[src/rtl/display_scan.sv]
// display_scan: time-multiplexed 4-digit 7-segment scanner with frame-synchronous word update
module display_scan #(
    parameter int CLK_DIV = 50000,
    parameter int DEAD    = 16,
    parameter bit LZB     = 1'b1
) (
    input  logic        clk,
    input  logic        rst,
    input  logic        load,
    input  logic [15:0] value,
    input  logic [3:0]  blank_mask,
    output logic [3:0]  nibble,
    output logic [3:0]  an,
    output logic [1:0]  digit_sel,
    output logic        frame_tick
);
    localparam int CW = $clog2(CLK_DIV);
    localparam logic [CW-1:0] LAST = CW'(CLK_DIV - 1);
    localparam logic [CW-1:0] DEAD_C = CW'(DEAD);
    logic [CW-1:0] cnt;
    logic [1:0]    idx;
    logic [15:0]   pend;
    logic [15:0]   disp;
    logic          pend_v;
    logic [3:0]    mask_q;
    logic [3:0]    lz;
    logic [3:0]    dark;
    logic          last;
    logic          bnd;
    // slot/frame decode, leading-zero detection and output drive from registered state only
    always_comb begin
        last       = cnt == LAST;
        bnd        = last && idx == 2'd3;
        lz[3]      = disp[15:12] == 4'd0;
        lz[2]      = lz[3] && disp[11:8] == 4'd0;
        lz[1]      = lz[2] && disp[7:4] == 4'd0;
        lz[0]      = 1'b0;
        dark       = mask_q | (LZB ? lz : 4'b0000);
        nibble     = disp[4*idx +: 4];
        digit_sel  = idx;
        frame_tick = bnd;
        an         = (cnt < DEAD_C || dark[idx]) ? 4'b1111 : ~(4'b0001 << idx);
    end
    // prescaler, digit walk, and anti-tearing word hand-off at the frame boundary
    always_ff @(posedge clk) begin
        if (rst) begin
            cnt    <= '0;
            idx    <= '0;
            pend   <= '0;
            pend_v <= 1'b0;
            disp   <= '0;
            mask_q <= '0;
        end else begin
            cnt    <= last ? '0 : cnt + 1'b1;
            idx    <= last ? idx + 2'd1 : idx;
            mask_q <= blank_mask;
            if (bnd) begin
                pend_v <= 1'b0;
                if (load)
                    disp <= value;
                else if (pend_v)
                    disp <= pend;
            end else if (load) begin
                pend   <= value;
                pend_v <= 1'b1;
            end
        end
    end
endmodule

[config.mk]
export PLATFORM = sky130hd
export DESIGN_NAME = display_scan
export DESIGN_NICKNAME = d
export VERILOG_FILES = /design/src/rtl/display_scan.sv
export SDC_FILE = /design/constraint.sdc
export NUM_CORES = 1
export LEC_CHECK = 0
export BUFFER_PORTS_ARGS = -buffer_cell sky130_fd_sc_hd__buf_4
export CAP_MARGIN = 15
export CORE_MARGIN = 2
export CORE_UTILIZATION = 60
export CTS_CLUSTER_SIZE = 40
export DETAILED_ROUTE_END_ITERATION = 12
export HOLD_SLACK_MARGIN = 0.06
export PLACE_DENSITY = 0.88
export SLEW_MARGIN = 40
export SYNTH_ARGS = -nofsm -noshare
export SYNTH_HDL_FRONTEND = slang
export SYNTH_SLANG_ARGS = --single-unit
[constraint.sdc]
create_clock -name clk -period 4.7 [get_ports clk]
set_clock_uncertainty 0.2 [all_clocks]
set_input_delay 0.705 -clock clk [delete_from_list [all_inputs] [get_ports clk]]
set_output_delay 0.705 -clock clk [all_outputs]
set_load 0.03 [all_outputs]
==> results.yml <==
timing:
  finalCritPeriodShare: 0.681
  rsz0062_at_grt: "false"
  fmaxAchievable_mhz: 312
  tightest_slew_ns: 0.664
  maxSlewViolCount: 0
  slew_headroom: 0.557
  period_needed_ns: 3.20
  fin_ws_ns: 1.50
  final_hold_viol_count: 0
  finalSetupViolCount: 0
  finalSetupTns_ns: 0
power:
  p_leak_nw: 1.10
  power.density_nw_per_um2: 271
  p_sw_frac: 0.246
  ir_worst_vdd_v: 0.000237
  p_seq_frac: 0.592
  power.total_w: 0.000821
  power_frac_comb: 0.080
  p_sw_w: 0.000202
  clkPwrFrac: 0.328
  internal_power_w: 0.000619
cells_and_area:
  final_cell_mix: "55 x dfxtp_1, 35 x nand2_1, 34 x buf_4"
  fin_cells: 372
  syn_to_final_growth_pct: 11.5
  layout_commonest_cell: "dfxtp_1"
  fin_nets: 347
  fin_util: 0.696
  fillCellCount: 330
  insertedDiodeCount: 0
  multi_input_area_um2: 1490
  drive_above_1_share: 0.222
  regArea_um2: 1100
setup_path:
  cp-end-kind: "output pin"
  ff2ff_path_depth: 4
  path_max_fanout: 21
  crit_start: "cnt[7]"
  path_cells: "or4_4, or4_4, nor2_1, buf_4"
  endpoint: "frame_tick"
  worst_r2r_endpoint: "cnt[5]"
  path_class: "reg -> out"
  path_depth: 4
  start_kind: "register"
  crit_path_frequent_cell: "or4_4"
  reg2reg_slack_ns: 2.06
  crit_path_top_delay_cell: "or4_4"
  crit_arrival_ns: 2.30
  cp_top_family: "simple AND/OR/NAND/NOR gates"
  path_buf_inv: 1
  cp.required_ns: 3.80
  r2r_start: "cnt[7]"
  slowest_delay_ns: 0.63
place:
  dp_slack_ns: 1.86
  portBuffers: 33
  dp_cells: 364
  post-dp-hpwl_um: 3950
  gp_congestion: 0.850
cts:
  insertion_delay_ns: 0.31
  cts-buffers-inserted: 5
  root_buffer: "clkbuf_8"
  cts_tree: "yes"
  postCtsSetupBuffers: 0
  cts.reportedPaths.clkPinSlew_ns: 0.10
  cts.repair.resized: 0
  cts_sinks: 55
  hold_buffers: 0
  clockBufferDepth: 2
  h-tree-depth: 2
routing:
  drtIter0Drc: 219
  wl_per_cell_um: 15.0
  postRouteAntennaNets: 0
  num_vias: 2253
  drt-total-wl_um: 5600
  routed_via_density: 6.06
  drc: 0
  dr.pass1.iters: 5
flow_run:
  cap_violations: 0
global_route:
  grt_pass1_vias: 2015
  grt_max_degree: 34
  grt_usage: 0.235
  grt_pass1_wl_um: 9530
  antenna_found_initial: 0
  grt_overflow_total: 0
status:
  status: "finished, final reports clean"
synthesis:
  syn-cell-area_um2: 2720
  synth.top_cell.area_share: 0.405
  postSynth.asyncResetShare: 0
  synth_seq_area_share: 0.405
  synth.avg_cell_area_um2: 9.04
  synthCells: 301
  synth_area_leaders: "dfxtp_1 40%, mux2_2 6.6%, mux2i_1 6.3%, nand2_1 4.8%, nand4_1 4.8%"
  synth-main-ff-cell: "dfxtp_1"
  synth-edff-count: 0
  ys_ff_latch: 55
  syn_nets: 329
  yosysWarnings: 0
  synth_cell_type_count: 35
  yosysTopAreaCell: "dfxtp_1"
die:
  row_count: 24
  die_w_um: 71.3
  core_um2: 4350
  start_util: 0.625
  ioPinCount: 34
  dieArea_um2: 5090
  chipHeight_um: 71.3
min_path:
  hold_class: "reg -> reg"
-- how the worst min path moves through the flow --
stage,endpoint,slack [ns],depth (start not counted),start
floorplan,cnt[0],0.23,1,cnt[0]
global placement,pend[4],0.24,2,pend[4]
detailed placement,pend[15],0.25,2,pend[15]
CTS,pend[2],0.26,2,pend[2]
global route,pend[9],0.28,2,pend[9]
finish,pend[2],0.26,2,pend[2]
-- worst register-to-register path, stage by stage (launching register included) --
cell	delay [ns]
dfxtp_1	0.37
or4_4	0.57
or4_4	0.63
o21ai_2	0.60
nor2_1	0.14
-- area by class of cell --
type,instances,area share
inverters,8,0.00991
multi-input cells,215,0.491
repair buffers,34,0.0842
flip-flops and latches,55,0.363
well taps,52,0.0215
clock inverters,3,0.00784
clock buffers,5,0.0227
-- cell usage after synthesis, types with 8 or more instances --
| cell type | instances |
|---|---|
| nand2_1 | 35 |
| nand4_1 | 21 |
| nand3_1 | 11 |
| mux2_2 | 16 |
| inv_1 | 8 |
| nor2_1 | 19 |
| dfxtp_1 | 55 |
| clkbuf_1 | 16 |
| o31ai_1 | 17 |
| mux2i_1 | 17 |
| a21oi_1 | 22 |
| xnor2_1 | 9 |
-- registers in the layout, summed over array words and instances, names as in the netlist --
signal	flops
disp	16
digit_sel	2
cnt	16
pend_v	1
pend	16
mask_q	4
-- cells by family (layout without fill, tap and decap cells) --
group,after synthesis,count (layout),synth area share
AOI/OAI and AO/OA,49,49,0.110
and+or+nand+nor,113,113,0.213
adders and majority gates,5,5,0.0230
buffers and inverters,31,50,0.0524
DFF,55,55,0.405
muxes,37,37,0.162
xor gates and xnor gates,11,11,0.0354
-- per-layer routing --
| layer | wire length (µm) | vias up | track usage |
|---|---|---|---|
| met5 | 0 | - | 0 |
| met4 | 84 | 0 | 0.0901 |
| met3 | 373 | 12 | 0.0492 |
| met2 | 2520 | 77 | 0.347 |
| met1 | 2620 | 1039 | 0.340 |
| li1 | - | 1125 | - |
-- power groups by stage --
| stage | clock network (W) | registers, W | logic [W] |
|---|---|---|---|
| finish | 0.000270 | 0.000486 | 0.0000655 |
| global route | 0.000294 | 0.000488 | 0.0000727 |
| CTS | 0.000270 | 0.000486 | 0.0000655 |
| detailed placement | 0 | 0.000497 | 0.0000646 |
| global placement | 0 | 0.000496 | 0.0000630 |
| floorplan | 0 | 0.000495 | 0.0000435 |
-- metrics by stage --
step           hold slack (ns)  area (µm²)
2_1_floorplan            0.230        2720
3_3_place_gp             0.240        2930
3_5_place_dp             0.251        2940
4_1_cts                  0.265        3030
5_1_grt                  0.280        3030
6_report                 0.263        3030
(Power assumes the default switching activity.)
